`src/rtl/char_norm_pkg.sv`:
```
// -----------------------------------------------------------------------------
// char_norm_pkg
// Shared types and constants for the character normalizer front-end.
//   - norm_state_e : normalizer FSM states (CMNT only reachable when the
//                    NORM_LINE_COMMENT_EN macro is defined)
//   - char_class_e : byte classification (BAD / SEP / WORD)
//   - character constants and printable-range bounds
//   - classify()   : byte -> class
//   - to_lower()   : folds 'A'..'Z' to lower case, other bytes unchanged
// -----------------------------------------------------------------------------
package char_norm_pkg;

    typedef enum logic [2:0] {
        LEAD = 3'd0,   // stream start, skipping separators
        WORD = 3'd1,   // inside a word
        SEP  = 3'd2,   // one space already emitted after a word
        PAD  = 3'd3,   // terminating space still owed
        CMNT = 3'd4    // inside a line comment
    } norm_state_e;

    typedef enum logic [1:0] {
        CLS_BAD  = 2'd0,
        CLS_SEP  = 2'd1,
        CLS_WORD = 2'd2
    } char_class_e;

    localparam logic [7:0] CH_SPACE    = 8'h20;
    localparam logic [7:0] CH_TAB      = 8'h09;
    localparam logic [7:0] CH_LF       = 8'h0A;
    localparam logic [7:0] CH_CR       = 8'h0D;
    localparam logic [7:0] CH_HASH     = 8'h23;
    localparam logic [7:0] CH_UA       = 8'h41;
    localparam logic [7:0] CH_UZ       = 8'h5A;
    localparam logic [7:0] CH_CASE_OFS = 8'h20;
    localparam logic [7:0] CH_PRINT_LO = 8'h21;
    localparam logic [7:0] CH_PRINT_HI = 8'h7E;

    function automatic char_class_e classify(input logic [7:0] c);
        char_class_e cls;
        if (c == CH_SPACE || c == CH_TAB || c == CH_LF || c == CH_CR) begin
            cls = CLS_SEP;
        end else if (c >= CH_PRINT_LO && c <= CH_PRINT_HI) begin
            cls = CLS_WORD;
        end else begin
            cls = CLS_BAD;
        end
        return cls;
    endfunction

    function automatic logic [7:0] to_lower(input logic [7:0] c);
        logic [7:0] r;
        if (c >= CH_UA && c <= CH_UZ) begin
            r = c + CH_CASE_OFS;
        end else begin
            r = c;
        end
        return r;
    endfunction

endpackage

```
`src/rtl/char_normalizer_fifo.sv`:
```
// -----------------------------------------------------------------------------
// sync_fifo
// Single-clock FIFO holding {last, char} entries for the normalizer output.
// Pointers carry one extra wrap bit: empty when equal, full when the wrap
// bits differ and the index bits match. The head entry is presented
// directly from the storage array so a pushed entry is visible one cycle
// after the write; the head reads as zero while empty.
// Ports:
//   clk, reset   : clock, asynchronous active-high reset (pointers only)
//   push_i       : write push_data_i (ignored when full)
//   push_data_i  : WIDTH-bit entry
//   pop_i        : consume head (ignored when empty)
//   head_o       : current head entry (zero when empty)
//   full_o       : no free entry
//   empty_o      : no valid entry
// -----------------------------------------------------------------------------
module sync_fifo #(
    parameter int WIDTH = 9,
    parameter int DEPTH = 4
) (
    input  logic             clk,
    input  logic             reset,
    input  logic             push_i,
    input  logic [WIDTH-1:0] push_data_i,
    input  logic             pop_i,
    output logic [WIDTH-1:0] head_o,
    output logic             full_o,
    output logic             empty_o
);

    localparam int AW = $clog2(DEPTH);

    logic [WIDTH-1:0] mem [DEPTH];
    logic [AW:0]      wr_ptr_q, wr_ptr_d;
    logic [AW:0]      rd_ptr_q, rd_ptr_d;
    logic             do_push;
    logic             do_pop;

    assign full_o  = (wr_ptr_q[AW] != rd_ptr_q[AW]) &&
                     (wr_ptr_q[AW-1:0] == rd_ptr_q[AW-1:0]);
    assign empty_o = (wr_ptr_q == rd_ptr_q);

    assign do_push = push_i && !full_o;
    assign do_pop  = pop_i && !empty_o;

    assign wr_ptr_d = do_push ? wr_ptr_q + {{AW{1'b0}}, 1'b1} : wr_ptr_q;
    assign rd_ptr_d = do_pop  ? rd_ptr_q + {{AW{1'b0}}, 1'b1} : rd_ptr_q;

    always_ff @(posedge clk or posedge reset) begin
        if (reset) begin
            wr_ptr_q <= '0;
            rd_ptr_q <= '0;
        end else begin
            wr_ptr_q <= wr_ptr_d;
            rd_ptr_q <= rd_ptr_d;
        end
    end

    // Storage needs no reset: only entries between the pointers are observed.
    always_ff @(posedge clk) begin
        if (do_push) begin
            mem[wr_ptr_q[AW-1:0]] <= push_data_i;
        end
    end

    assign head_o = empty_o ? '0 : mem[rd_ptr_q[AW-1:0]];

endmodule

```
`src/rtl/char_normalizer.sv`:
```
// -----------------------------------------------------------------------------
// char_normalizer
// Cleans a raw ASCII stream for the begin/end block checker: lower-cases
// letters, collapses whitespace runs into one space, drops leading
// whitespace and non-printable bytes, and guarantees every stream ends with
// a space flagged out_last. Results are queued in a DEPTH-entry FIFO.
// Optional build macro: NORM_LINE_COMMENT_EN -- '#' opens a line comment that
// is swallowed up to the next LF, which then acts as a separator.
// Ports:
//   clk, reset           : clock, asynchronous active-high reset
//   in_valid/in_ready    : input handshake; in_char raw byte, in_last ends stream
//   out_valid/out_ready  : output handshake; out_char normalized byte,
//                          out_last marks the stream's terminating space
//   word_count           : words started since reset (saturating)
//   drop_count           : non-printable bytes dropped (saturating)
// -----------------------------------------------------------------------------
module char_normalizer
    import char_norm_pkg::*;
#(
    parameter int DEPTH = 4,
    parameter int CNT_W = 16
) (
    input  logic             clk,
    input  logic             reset,
    input  logic             in_valid,
    output logic             in_ready,
    input  logic [7:0]       in_char,
    input  logic             in_last,
    output logic             out_valid,
    input  logic             out_ready,
    output logic [7:0]       out_char,
    output logic             out_last,
    output logic [CNT_W-1:0] word_count,
    output logic [CNT_W-1:0] drop_count
);

    norm_state_e      state_q, state_d;
    logic [CNT_W-1:0] word_cnt_q, word_cnt_d;
    logic [CNT_W-1:0] drop_cnt_q, drop_cnt_d;
`ifdef NORM_LINE_COMMENT_EN
    norm_state_e      saved_q, saved_d;
`endif

    logic             fifo_full;
    logic             fifo_empty;
    logic [8:0]       fifo_head;
    logic             push;
    logic [7:0]       push_char;
    logic             push_last;
    logic             accept;
    logic             word_inc;
    logic             drop_inc;
    logic             take_normal;
    norm_state_e      base_state;
    char_class_e      base_cls;
    char_class_e      in_cls;
    logic [7:0]       in_lower;

    // Held low during reset so nothing is accepted while the FIFO is cleared.
    assign in_ready = !reset && !fifo_full && (state_q != PAD);
    assign accept   = in_valid && in_ready;
    assign in_cls   = classify(in_char);
    assign in_lower = to_lower(in_char);

    always_comb begin
        state_d     = state_q;
        push        = 1'b0;
        push_char   = CH_SPACE;
        push_last   = 1'b0;
        word_inc    = 1'b0;
        drop_inc    = 1'b0;
        base_state  = state_q;
        base_cls    = in_cls;
        take_normal = accept;
`ifdef NORM_LINE_COMMENT_EN
        saved_d     = saved_q;
        if (accept && state_q == CMNT) begin
            if (in_char == CH_LF) begin
                // Comment ends: the LF acts as a separator seen from the
                // state that was active before the '#'.
                base_state = saved_q;
                base_cls   = CLS_SEP;
            end else if (in_last) begin
                base_cls = CLS_SEP;
            end else begin
                take_normal = 1'b0;
            end
        end else if (accept && in_char == CH_HASH) begin
            if (in_last) begin
                base_cls = CLS_SEP;
            end else begin
                take_normal = 1'b0;
                saved_d     = state_q;
                state_d     = CMNT;
            end
        end
`endif

        if (state_q == PAD) begin
            if (!fifo_full) begin
                push      = 1'b1;
                push_char = CH_SPACE;
                push_last = 1'b1;
                state_d   = LEAD;
            end
        end else if (take_normal) begin
            unique case (base_cls)
                CLS_BAD: begin
                    drop_inc = 1'b1;
                    if (in_last) begin
                        push      = 1'b1;
                        push_last = 1'b1;
                        state_d   = LEAD;
                    end
                end
                CLS_SEP: begin
                    if (in_last) begin
                        push      = 1'b1;
                        push_last = 1'b1;
                        state_d   = LEAD;
                    end else if (base_state == WORD) begin
                        push    = 1'b1;
                        state_d = SEP;
                    end else begin
                        state_d = base_state;
                    end
                end
                CLS_WORD: begin
                    push      = 1'b1;
                    push_char = in_lower;
                    word_inc  = (base_state != WORD);
                    // A final word byte still owes the terminating space.
                    state_d   = in_last ? PAD : WORD;
                end
                default: begin
                    state_d = state_q;
                end
            endcase
        end
    end

    always_comb begin
        word_cnt_d = word_cnt_q;
        drop_cnt_d = drop_cnt_q;
        if (word_inc && word_cnt_q != {CNT_W{1'b1}}) begin
            word_cnt_d = word_cnt_q + {{(CNT_W-1){1'b0}}, 1'b1};
        end
        if (drop_inc && drop_cnt_q != {CNT_W{1'b1}}) begin
            drop_cnt_d = drop_cnt_q + {{(CNT_W-1){1'b0}}, 1'b1};
        end
    end

    always_ff @(posedge clk or posedge reset) begin
        if (reset) begin
            state_q    <= LEAD;
            word_cnt_q <= '0;
            drop_cnt_q <= '0;
        end else begin
            state_q    <= state_d;
            word_cnt_q <= word_cnt_d;
            drop_cnt_q <= drop_cnt_d;
        end
    end

`ifdef NORM_LINE_COMMENT_EN
    always_ff @(posedge clk or posedge reset) begin
        if (reset) begin
            saved_q <= LEAD;
        end else begin
            saved_q <= saved_d;
        end
    end
`endif

    sync_fifo #(
        .WIDTH (9),
        .DEPTH (DEPTH)
    ) u_fifo (
        .clk         (clk),
        .reset       (reset),
        .push_i      (push),
        .push_data_i ({push_last, push_char}),
        .pop_i       (out_ready),
        .head_o      (fifo_head),
        .full_o      (fifo_full),
        .empty_o     (fifo_empty)
    );

    assign out_valid  = !fifo_empty;
    assign out_last   = fifo_head[8];
    assign out_char   = fifo_head[7:0];
    assign word_count = word_cnt_q;
    assign drop_count = drop_cnt_q;

endmodule

```
`config.mk`:
```
export PLATFORM = sky130hd
export DESIGN_NAME = char_normalizer
export DESIGN_NICKNAME = d
export VERILOG_FILES = /design/src/rtl/char_norm_pkg.sv /design/src/rtl/char_normalizer_fifo.sv /design/src/rtl/char_normalizer.sv
export SDC_FILE = /design/constraint.sdc
export NUM_CORES = 1
export LEC_CHECK = 0
export ABC_AREA = 1
export ABC_CLOCK_PERIOD_IN_PS = 7000
export BUFFER_PORTS_ARGS = -buffer_cell sky130_fd_sc_hd__buf_4
export CELL_PAD_IN_SITES_DETAIL_PLACEMENT = 1
export CELL_PAD_IN_SITES_GLOBAL_PLACEMENT = 2
export CORE_ASPECT_RATIO = 0.6
export CORE_MARGIN = 2
export CORE_UTILIZATION = 37
export CTS_BUF_LIST = sky130_fd_sc_hd__clkbuf_16
export CTS_CLUSTER_SIZE = 8
export DETAILED_ROUTE_END_ITERATION = 12
export PLACE_DENSITY = 0.95
export RECOVER_POWER = 25
export SLEW_MARGIN = 20
export SYNTH_ARGS = -nofsm -noshare
export SYNTH_HDL_FRONTEND = slang
export SYNTH_SLANG_ARGS = --single-unit
```
`constraint.sdc`:
```
create_clock -name clk -period 7 [get_ports clk]
set_input_delay 1.05 -clock clk [delete_from_list [all_inputs] [get_ports clk]]
set_output_delay 1.05 -clock clk [all_outputs]
set_load 0.05 [all_outputs]
```
# --- Word-level counts from Yosys, hierarchy flattened ---
# Memories as Yosys holds them, arrays and structs flattened.
# Cells that the tools add are included.
op_classes:
  eq_ne: 18
  n_mux: 33
  add_sub_neg: 5
  multipliers: 0
  div_mod_pow: 0
  magnitude_cmp: 4
  bitwise: 0
  n_reduce_logical: 21
  shift: 0
ops:
  columns: ["cell", "count"]
  rows:
  - ["$add A16 B1 Y16 const B", 2]
  - ["$mux W8", 4]
  - ["$ne A16 B16 Y1 const B", 2]
  - ["$eq A8 B4 Y1 const B", 3]
  - ["$mux W3", 6]
  - ["$mux W1", 17]
  - ["$le A8 B7 Y1 const B", 2]
  - ["$logic_and A1 B1 Y1", 10]
  - ["$mux W9", 1]
  - ["$pmux W3 S3", 1]
  - ["$add A8 B6 Y8 const B", 1]
  - ["$eq A8 B6 Y1 const B", 1]
  - ["$ge A8 B6 Y1 const B", 1]
  - ["$ge A8 B7 Y1 const B", 1]
  - ["$add A3 B1 Y3 const B", 2]
  - ["$mux W2", 3]
  - ["$reduce_and A5 Y1", 1]
  - ["$ne A4 B4 Y1 const B", 1]
  - ["$reduce_bool A4 Y1", 1]
  - ["$eq A3 B1 Y1 const B", 1]
  - ["$eq A3 B2 Y1 const B", 1]
  - ["$eq A3 B3 Y1", 1]
  - ["$logic_not A1 Y1", 3]
  - ["$logic_or A1 B1 Y1", 3]
  - ["other kinds (12)", 12]
word_totals:
  regBits: 41
  mem_bits_ro: 0
  memories: 1
  ram_bits: 36
  latch_bits: 0
  in_bits: 13
memory_table:
  columns: ["memory", "words", "width", "read_ports", "rd_ports_with_merged_regs", "write_ports", "line_no", "rtl"]
  rows:
  - ["u_fifo.mem", 4, 9, 1, 0, 1, "char_normalizer_fifo.sv:33", "logic [WIDTH-1:0] mem [DEPTH];"]

# --- Longest topological paths before layout ---
# Gate-level depths: netlist (run 1).
depth:
  word_depth: 12
  mapped_depth: 12

# --- By module ---
# Synthesis (run 1) repeated with hierarchy kept, for this count alone.
unflattened:
  hier_cells: 530
  hier_area_um2: 4339.2
by_module_without_submodules:
  columns: ["mod", "cells_each", "instances", "seq_area_each_um2", "area_each_um2"]
  rows:
  - ["char_normalizer", 350, 1, 850.8, 2417.3]
  - ["sync_fifo", 180, 1, 1231.2, 1921.8]

# --- Least setup slack after synthesis (run 1) ---
# No wires, ideal clock.
synth_path:
  path_type: "register to output"
  startpoint: "register u_fifo.rd_ptr_q[0]"
  endpoint: "output out_char[0]"
  t_required_ns: 5.950
  path_slack_ns: 4.112
  n_path_buf: 2
  arrival_ns: 1.838
  stages_incl_launch_ff: 8
  path_cell_list: "dfrtp_1 buf_2 nand2_1 nand2_1 nand4_1 clkbuf_1 nand2_1 inv_1"
synth_between:
  elab_chain_cells: 2
  word_cells_on_any_way: 3
  cone_classes: "eq/ne (1); mux (1); memory (1)"
synth_lines:
  columns: ["item", "line_no", "rtl"]
  rows:
  - ["start, declared", "char_normalizer_fifo.sv:35", "logic [AW:0] rd_ptr_q, rd_ptr_d;"]
  - ["start signal, assigned", "char_normalizer_fifo.sv:55", "rd_ptr_q <= rd_ptr_d;"]
  - ["$mem_v2 Z4 W9 or $eq A3 B3 Y1 (tied branches)", null, null]
  - ["$mux W9 *", "char_normalizer_fifo.sv:66", "assign head_o = empty_o ? '0 : mem[rd_ptr_q[AW-1:0]];"]
  - ["end, declared", "char_normalizer.sv:31", "output logic [7:0] out_char,"]
# Every way passes the cells marked *; elsewhere a longest branch is shown, timed or not.

# --- Worst setup path after layout (run 1) ---
layout_path:
  startpoint: "register u_fifo.rd_ptr_q[0]"
  endpoint: "output out_char[3]"
# The elaborated chain is that of the path after synthesis.

==> qor.yml, run 1 <==
logic_synthesis:
  synth_fp_nets: 513
  synth_seq_cells: 76
  synth-async-reset-ratio_pct: 52.6
  ys_warn_count: 0
  synth_area_mm2: 0.00412
  ys_seq_area_share_pct: 50.6
  netlist_instances: 491
  syn_avg_cell_area_um2: 8.39
  synth_edf_count: 36
  synth_cell_type_count: 27
  synthFlopType: "dfrtp_1"
setup_path:
  worst-r2r-setup-slack_ns: 3.59
  crit_required_ns: 5.95
  r2r_cells: 8
  start_kind: "register"
  arrival_ns: 2.58
  crit-reg2reg-launch: "u_fifo.rd_ptr_q[0]"
  crit_path_end_kind: "output port"
  cp-endpoint: "out_char[3]"
  crit_path_start: "u_fifo.rd_ptr_q[0]"
  crit_type: "reg -> out"
  r2r_end: "word_count[0]"
  crit_fanout: 21
place:
  place_congestion: 0.821
  dp_cells: 672
  port_buffers: 55
  place_ws_ns: 3.53
  hpwlAfterDp_um: 8730
cts:
  h-tree-depth: 3
  clk_latency_ns: 0.34
  clock_path_buffers: 2
  cts_setup_buffers: 0
  clock-sinks: 76
  cts.hold.buffers_added: 0
  cts_buffers: 9
  clkTransAtPathRegs_ns: 0.07
  cts_resized: 0
  cts_root_buffer: "clkbuf_16"
  cts_tree: "done"
route:
  num_vias: 3524
  wl_per_cell_um: 16.9
  viasPerCell: 5.12
  wl_um: 11600
  post-route-drc-count: 0
  drt-initial-drc-count: 150
  first_pass_iters: 4
  ant_nets: 0
timing:
  fin_crit_sh_pct: 51.8
  setup_viol: 0
  drv_slew: 30
  tns_ns: 0
  whs_ns: 0.535
  fin_skew_ns: 0.0102
  worst_pin_slew_ns: 1.67
  max_freq_mhz: 276
  setup_ws_ns: 3.37
  rsz0062_at_grt: "no"
  finalHoldViolCount: 0
  fin_crit_ns: 3.63
  slew_headroom_pct: -11.2
global_route:
  grt_pass1_vias: 3674
  grt_use_total_pct: 20.6
  grt-ovfl-total: 0
  grt_max_degree: 30
  antenna_found_initial: 0
  grt_pass1_wl_um: 19300
job:
  drv_cap: 1
floorplan:
  start_util_pct: 38.5
  rows: 29
  io_pins: 56
  coreArea_mm2: 0.0107
  dieWidth_um: 140
  dieArea_mm2: 0.0120
  fp.dieH_um: 85.7
final_layout:
  antenna_cells: 0
  final_common_cell: "nand2_1"
  final_nets: 566
  area_delta_synth_final_pct: 18.8
  fin_cells: 688
  drive_above_1_share_pct: 13.5
  final_cell_mix: "nand2_1, nor2_1, inv_1"
run_status:
  violations: "max-capacitance violations, max-slew violations"
  status: "complete, but fails checks"
power_and_ir_drop:
  total_power_w: 0.00183
  leakage_nw: 2.23
  vdd_ir_drop_max_mv: 0.119
  power_density_mw_per_mm2: 375
min_path:
  hp-class: "reg -> reg"
==> where the power goes <==
part	total (W)	switching [W]	internal (W)	leakage, nW
Clock	0.000444	0.000199	0.000245	0.134
Sequential	0.000630	0.0000844	0.000546	0.865
Combinational	0.000761	0.000549	0.000212	1.23
Total	0.00183	0.000832	0.00100	2.23
==> registers in the layout, summed over array words and instances (netlist names) <==
register	flops
base_state	2
u_fifo.rd_ptr_q	3
u_fifo.wr_ptr_q	3
word_count	16
u_fifo.mem	36
drop_count	16
==> how the worst min path moves through the flow <==
stage                  start            end  slack (ns)  cells after the start
6_report       word_count[7]  word_count[7]        0.54                      2
2_1_floorplan  base_state[0]  base_state[0]        0.49                      2
5_1_grt        word_count[1]  word_count[1]        0.58                      2
3_3_place_gp   word_count[7]  word_count[7]        0.51                      2
4_1_cts        word_count[7]  word_count[7]        0.54                      2
3_5_place_dp   word_count[7]  word_count[7]        0.52                      2
==> synthesized netlist by cell type (2+ instances only) <==
master	instances	share of area, %
nand2_1	134	12
dfrtp_1	40	24
clkbuf_1	8	0.73
nor3_4	2	0.79
inv_1	49	4.5
nor2_1	55	5.0
o21ai_0	26	3.2
xor2_1	17	3.6
o22ai_1	9	1.4
nor3_1	9	1.1
nor2_2	2	0.30
xnor2_1	14	3.0
ha_1	9	2.7
buf_2	5	0.61
a21boi_0	4	0.73
a21oi_1	6	0.73
edfxtp_1	36	26
o21ai_1	4	0.49
nand3_1	44	5.3
nand4_1	8	1.2
nand2_2	4	0.61
==> cells by family after synthesis <==
group	synth area share [%]
adders and majority gates	2.73
and+or+nand+nor	27.3
DFF	50.6
buffers and inverters	6.35
AOI/OAI and AO/OA	6.47
xor gates and xnor gates	6.59
==> layout make-up <==
cell class / count / area (µm²)
clock buffer: 9 / 225
clock inverter: 7 / 57.6
multi-input combinational: 350 / 1770
tap: 139 / 174
fill: 1299 / 5810
sequential: 76 / 2080
timing repair buffer: 57 / 390
inverter: 50 / 188
==> layer usage <==
layer  track usage [%]  wire [µm]
met5                 0          0
met4              6.70        188
met3              4.97        506
met2              31.9       5090
met1              28.8       5810
==> worst max-delay path: stages, from the launching register on <==
cell	delay (ns)
dfrtp_1	0.60
inv_1	0.53
nand2_1	0.11
nand2_1	0.10
nand4_1	0.44
nand2_1	0.23
inv_1	0.05
buf_4	0.18
==> stage by stage <==
| stage | area (µm²) | utilization [%] |
|---|---|---|
| 2_1_floorplan | 4120 | - |
| 3_3_place_gp | 4650 | 43.4 |
| 3_5_place_dp | 4650 | 43.4 |
| 4_1_cts | 4930 | 46.0 |
| 5_1_grt | 4890 | 45.7 |
| 6_report | 4890 | 45.7 |
Note: power is estimated with default switching activity, not from simulation.
==> run 2: changes to the inputs <==
--- a/config.mk
+++ b/config.mk
@@ -6,17 +6,17 @@
 export NUM_CORES = 1
 export LEC_CHECK = 0
 export ABC_AREA = 1
-export ABC_CLOCK_PERIOD_IN_PS = 7000
+export ABC_CLOCK_PERIOD_IN_PS = 3500
 export BUFFER_PORTS_ARGS = -buffer_cell sky130_fd_sc_hd__buf_4
 export CELL_PAD_IN_SITES_DETAIL_PLACEMENT = 1
 export CELL_PAD_IN_SITES_GLOBAL_PLACEMENT = 2
 export CORE_ASPECT_RATIO = 0.6
 export CORE_MARGIN = 2
-export CORE_UTILIZATION = 37
+export CORE_UTILIZATION = 34
 export CTS_BUF_LIST = sky130_fd_sc_hd__clkbuf_16
 export CTS_CLUSTER_SIZE = 8
 export DETAILED_ROUTE_END_ITERATION = 12
-export PLACE_DENSITY = 0.95
+export PLACE_DENSITY = 0.89
 export RECOVER_POWER = 25
 export SLEW_MARGIN = 20
 export SYNTH_ARGS = -nofsm -noshare
==> constraint.sdc (replaced) <==
create_clock -name clk -period 3.5 [get_ports clk]
set_input_delay 0.525 -clock clk [delete_from_list [all_inputs] [get_ports clk]]
set_output_delay 0.525 -clock clk [all_outputs]
set_load 0.05 [all_outputs]
==> qor.yml, run 2 (same netlist as run 1, synthesis figures left out) <==
route:
  num_vias: 3504  # -0.57%
  wl_um: 11600  # +0.37%
  drt-initial-drc-count: 237  # +58%
  viasPerCell: 4.86  # -5.1%
  ant_nets: 0  # unchanged
  first_pass_iters: 4  # unchanged
  post-route-drc-count: 0  # unchanged
  wl_per_cell_um: 16.1  # -4.2%
final_layout:
  drive_above_1_share_pct: 14.0  # +0.55 points
  final_nets: 573  # +1.2%
  antenna_cells: 0  # unchanged
  largest_register_ffs: 36  # unchanged
  final_common_cell: "nand2_1"
  final_cell_mix: "nand2_1, nor2_1, buf_4"
  area_delta_synth_final_pct: 22.1
floorplan:
  io_pins: 56  # unchanged
  dieWidth_um: 146  # +4.2%
  fp.dieH_um: 89.2  # +4.1%
  dieArea_mm2: 0.0130  # +8.5%
  start_util_pct: 34.5  # -4.0 points
  coreArea_mm2: 0.0119  # +12%
  rows: 31  # +6.9%
timing:
  whs_ns: 0.293  # -0.242 ns
  drv_slew: 26  # -13%
  worst_pin_slew_ns: 1.57  # -0.0997 ns
  fin_crit_ns: 2.75
  finalHoldViolCount: 0  # unchanged
  fin_crit_sh_pct: 78.5
  max_freq_mhz: 364
  slew_headroom_pct: -4.58  # +6.6 points
  rsz0062_at_grt: "no"
  fin_skew_ns: 0.00472  # -0.00546 ns
  tns_ns: 0  # unchanged
  setup_viol: 0  # unchanged
place:
  hpwlAfterDp_um: 8550  # -2.0%
  port_buffers: 55  # unchanged
  place_congestion: 0.804  # -2.1%
cts:
  cts_root_buffer: "clkbuf_16"
  cts_buffers: 9  # unchanged
  cts_setup_buffers: 0  # unchanged
  cts.hold.buffers_added: 0  # unchanged
  clock_path_buffers: 2  # unchanged
  clk_latency_ns: 0.34  # about the same
  clkTransAtPathRegs_ns: 0.06  # about the same
  h-tree-depth: 3  # unchanged
  cts_tree: "done"
  cts_resized: 0  # unchanged
  clock-sinks: 76  # unchanged
run_status:
  status: "complete, but fails checks"
  violations: "max-capacitance violations, max-slew violations"
global_route:
  grt_pass1_wl_um: 19000  # -1.4%
  grt_max_degree: 26  # -13%
  grt_pass1_vias: 3614  # -1.6%
  antenna_found_initial: 0  # unchanged
  grt_use_total_pct: 18.9  # -1.7 points
  grt-ovfl-total: 0  # unchanged
setup_path:
  crit_required_ns: 2.97  # -2.98 ns
  arrival_ns: 2.22  # -0.36 ns
  r2r_end: "u_fifo.mem[1][2]"
  crit_type: "reg -> out"
  crit-reg2reg-launch: "u_fifo.rd_ptr_q[1]"
  start_kind: "register"
  r2r_cells: 9  # +1
  crit_path_end_kind: "output port"
  crit_fanout: 12  # -43%
  worst-r2r-setup-slack_ns: 0.98  # -2.61 ns
job:
  drv_cap: 1  # unchanged
power_and_ir_drop:
  leakage_nw: 2.29  # +3.0%
  power_density_mw_per_mm2: 765  # +100%
  vdd_ir_drop_max_mv: 0.308  # +160%
min_path:
  hp-class: "in -> async"
==> run 2: cell types whose count changed in the layout (fill, tap and decap cells not counted), sizes merged <==
cell,change
inv,-1
buf,+7
clkinv,-1
bufinv,+3
clkinvlp,-1
==> run 2: report_power, final <==
group          internal (W)  total (W)  leakage (nW)  switching, W
Clock              0.000689    0.00105         0.166      0.000366
Sequential          0.00109    0.00122         0.865      0.000131
Combinational      0.000443    0.00157          1.26       0.00113
Total               0.00222    0.00385          2.29       0.00163
==> run 2: stage by stage <==
stage | cells | worst slack [ns] | total power (W) | util (%) | cell area [µm²]
after floorplan | 491 | 1.14 | 0.00234 | - | 4120
after global placement | 705 | 1.17 | 0.00279 | 39.6 | 4730
after detailed placement | 705 | 1.03 | 0.00284 | 39.6 | 4730
after CTS | 721 | 0.677 | 0.00390 | 42.4 | 5060
after global routing | 721 | 0.486 | 0.00407 | 42.1 | 5030
final | 721 | 0.753 | 0.00385 | 42.1 | 5030
==> run 2: worst max path at each step <==
stage	endpoint	startpoint	cells past startpoint
6_report	out_char[6]	u_fifo.rd_ptr_q[1]	7
5_1_grt	out_char[4]	u_fifo.rd_ptr_q[1]	7
4_1_cts	out_char[6]	u_fifo.rd_ptr_q[1]	7
3_5_place_dp	u_fifo.mem[1][2]	u_fifo.rd_ptr_q[1]	9
3_3_place_gp	word_count[15]	word_count[0]	8
2_1_floorplan	out_char[0]	u_fifo.rd_ptr_q[0]	7
==> run 2: layout make-up <==
cell class	instances	area (µm²)
Timing Repair Buffer	64	443
Inverter	50	188
Clock inverter	7	109
Tap cell	165	206
Sequential cell	76	2080
Clock buffer	9	225
Multi-Input combinational cell	350	1770
Fill cell	1478	6920
==> run 2: worst max-delay path, cell delays in order (launching register included) <==
cell,delay [ns]
dfrtp_1,0.51
inv_1,0.30
nand2_1,0.09
nand2_1,0.09
nand4_1,0.43
nand2_1,0.21
inv_1,0.06
buf_4,0.18
==> run 2: metal layers <==
layer | up-vias | GRT usage, % | part of all wire, %
met4 | 0 | 6.44 | 1.5
met3 | 19 | 3.93 | 3.5
met2 | 57 | 28.9 | 44
li1 | 1719 | - | -
met5 | - | 0 | 0
met1 | 1709 | 27.0 | 51
==> run 3: changes to the inputs <==
--- a/config.mk
+++ b/config.mk
@@ -5,18 +5,18 @@
 export SDC_FILE = /design/constraint.sdc
 export NUM_CORES = 1
 export LEC_CHECK = 0
-export ABC_AREA = 1
-export ABC_CLOCK_PERIOD_IN_PS = 3500
+export ABC_AREA = 0
+export ABC_CLOCK_PERIOD_IN_PS = 2500
 export BUFFER_PORTS_ARGS = -buffer_cell sky130_fd_sc_hd__buf_4
 export CELL_PAD_IN_SITES_DETAIL_PLACEMENT = 1
 export CELL_PAD_IN_SITES_GLOBAL_PLACEMENT = 2
 export CORE_ASPECT_RATIO = 0.6
 export CORE_MARGIN = 2
-export CORE_UTILIZATION = 34
+export CORE_UTILIZATION = 35
 export CTS_BUF_LIST = sky130_fd_sc_hd__clkbuf_16
 export CTS_CLUSTER_SIZE = 8
 export DETAILED_ROUTE_END_ITERATION = 12
-export PLACE_DENSITY = 0.89
+export PLACE_DENSITY = 0.85
 export RECOVER_POWER = 25
 export SLEW_MARGIN = 20
 export SYNTH_ARGS = -nofsm -noshare
==> constraint.sdc (replaced) <==
create_clock -name clk -period 2.5 [get_ports clk]
set_input_delay 0.375 -clock clk [delete_from_list [all_inputs] [get_ports clk]]
set_output_delay 0.375 -clock clk [all_outputs]
set_load 0.05 [all_outputs]
==> qor.yml, run 3 <==
timing:
  tns_ns: 0  # unchanged
  setup_viol: 0  # unchanged
  finalHoldViolCount: 0  # unchanged
  fin_crit_ns: 2.29
  max_freq_mhz: 437
  setup_ws_ns: 0.214  # -0.539 ns
  worst_pin_slew_ns: 0.988  # -0.581 ns
  fin_skew_ns: 0.00610  # +0.00138 ns
  rsz0062_at_grt: "no"
  fin_crit_sh_pct: 91.5
  drv_slew: 0  # -100%
  slew_headroom_pct: 34.1  # +39 points
logic_synthesis:
  synth.top_cells.by_count: "dfrtp_1, edfxtp_1, xnor2_1"
  ys_warn_count: 0  # unchanged
  yosysMostFrequentCell: "dfrtp_1"
  synth_area_mm2: 0.00364  # -12%
  netlist_instances: 272  # -45%
  synth_area_leaders: "edfxtp_1, dfrtp_1, xnor2_1, mux4_2, and2_1"
  synth_edf_count: 36  # unchanged
  synth_fp_nets: 294  # -43%
  synth-async-reset-ratio_pct: 52.6  # unchanged
  synth_top_area_share_pct: 29.7  # +3.5 points
  ys_seq_area_share_pct: 57.2  # +6.7 points
  synth_top_cell_by_area: "edfxtp_1"
  synthFlopType: "dfrtp_1"
  synth_seq_cells: 76  # unchanged
  syn_avg_cell_area_um2: 13.4  # +59%
  synth_cell_type_count: 47  # +74%
cts:
  clock_path_buffers: 2  # unchanged
  cts_tree: "done"
  clk_latency_ns: 0.34  # about the same
  cts.hold.buffers_added: 0  # unchanged
  h-tree-depth: 3  # unchanged
  cts_setup_buffers: 0  # unchanged
  cts_resized: 0  # unchanged
  clock-sinks: 76  # unchanged
  clkTransAtPathRegs_ns: 0.05  # about the same
  cts_buffers: 9  # unchanged
  cts_root_buffer: "clkbuf_16"
floorplan:
  dieWidth_um: 136  # -7.2%
  io_pins: 56  # unchanged
  start_util_pct: 36.4  # +2.0 points
  fp.dieH_um: 83.0  # -7.0%
  dieArea_mm2: 0.0113  # -14%
  coreArea_mm2: 0.00998  # -16%
  rows: 28  # -9.7%
place:
  place_congestion: 0.745  # -7.4%
  place_ws_ns: 0.163  # -0.871 ns
  port_buffers: 55  # unchanged
  hpwlAfterDp_um: 6410  # -25%
min_path:
  hold_start: "out_ready"
  whs_endpoint: "u_fifo.rd_ptr_q[2]"
  hold_depth: 3
  hp-class: "in -> reg"
setup_path:
  crit_chain: "buf_4 > mux4_2 > and2_1 > buf_4"
  slowest_stage: "mux4_2"
  crit_path_end_kind: "output port"
  crit_family: "multiplexers"
  slowest_delay_ns: 0.54  # +0.03 ns
  r2r_cells: 6  # -3
  crit-reg2reg-launch: "u_fifo.wr_ptr_q[0]"
  cp_num_buf_inv: 2  # -1
  crit_fanout: 11  # -1
  worst-r2r-setup-slack_ns: 0.34  # -0.64 ns
  r2r_end: "u_fifo.mem[2][7]"
  arrival_ns: 1.91  # -0.31 ns
  start_kind: "register"
  cpMostUsedCell: "buf_4"
  crit_type: "reg -> out"
  crit_required_ns: 2.12  # -0.85 ns
final_layout:
  final_common_cell: "buf_4"
  area_delta_synth_final_pct: 25.6
  antenna_cells: 0  # unchanged
  final_nets: 368  # -36%
  drive_above_1_share_pct: 26.5  # +12 points
  final_cell_mix: "buf_4, dfrtp_1, edfxtp_1"
  largest_register_ffs: 36  # unchanged
power_and_ir_drop:
  power_density_mw_per_mm2: 1140  # +49%
  vdd_ir_drop_max_mv: 0.483  # +57%
  leakage_nw: 1.84  # -20%
route:
  drt-initial-drc-count: 110  # -54%
  first_pass_iters: 4  # unchanged
  ant_nets: 0  # unchanged
  post-route-drc-count: 0  # unchanged
  num_vias: 2471  # -29%
  wl_um: 8690  # -25%
  wl_per_cell_um: 17.9  # +11%
  viasPerCell: 5.08  # +4.6%
global_route:
  grt_use_total_pct: 16.6  # -2.3 points
  antenna_found_initial: 0  # unchanged
  grt_pass1_vias: 2537  # -30%
  grt-ovfl-total: 0  # unchanged
  grt_max_degree: 41  # +58%
  grt_pass1_wl_um: 14200  # -25%
job:
  drv_cap: 0  # -1
run_status:
  status: "completed"
[run 3: layout make-up]
type                    instances  area (µm²)
clock buffers                   9         225
clock inverters                 7        38.8
fillers                      1047        5420
inverters                       9        33.8
multi-input cells             181        1490
flip-flops and latches         76        2080
well taps                     135         169
repair buffers                 69         532
[run 3: worst max-delay path by stage]
stage | startpoint | end | cells past startpoint
2_1_floorplan | word_count[12] | word_count[15] | 6
3_3_place_gp | in_char[4] | u_fifo.mem[3][5] | 7
3_5_place_dp | in_char[5] | u_fifo.mem[2][4] | 7
4_1_cts | u_fifo.rd_ptr_q[2] | out_char[4] | 4
5_1_grt | u_fifo.rd_ptr_q[0] | out_char[4] | 4
6_report | u_fifo.rd_ptr_q[0] | out_char[4] | 4
[run 3: cell families after synthesis]
logic type / count (synthesis) / share of synthesized area (%)
compound gates: 20 / 5.30
xor+xnor: 37 / 8.91
fa+ha+maj: 9 / 3.10
buf+inv: 15 / 1.89
flops: 76 / 57.2
mux: 13 / 6.81
simple gates: 102 / 16.8
[run 3: metrics by stage]
stage	utilization (%)	hold WS [ns]	power [W]	instances	area [µm²]
finish	45.8	0.336	0.00520	486	4570
global route	45.8	0.354	0.00546	486	4570
CTS	46.1	0.208	0.00525	486	4600
detailed placement	43.5	0.480	0.00407	470	4340
global placement	43.5	0.482	0.00400	470	4340
floorplan	-	0.462	0.00331	272	3640
[run 3: worst reg2reg max path, cell delays in order (launching register included)]
cell      delay, ns
dfrtp_1        0.44
xor2_1         0.27
nor3_1         0.10
o21bai_1       0.26
a211oi_4       0.40
and2_1         0.25
buf_12         0.16
[run 3: metal layers]
layer  vias to the layer above  global-route usage, %  routed length (µm)
met4                         0                   6.82                 206
met2                        55                   23.9                3820
met1                      1242                   23.3                4220
met5                         -                      0                   0
li1                       1154                      -                   -
met3                        20                   5.07                 433
[run 3: where the power goes]
part | total, W | internal (W) | switching [W]
Combinational | 0.00233 | 0.000841 | 0.00149
Clock | 0.00114 | 0.000658 | 0.000486
Sequential | 0.00173 | 0.00153 | 0.000196
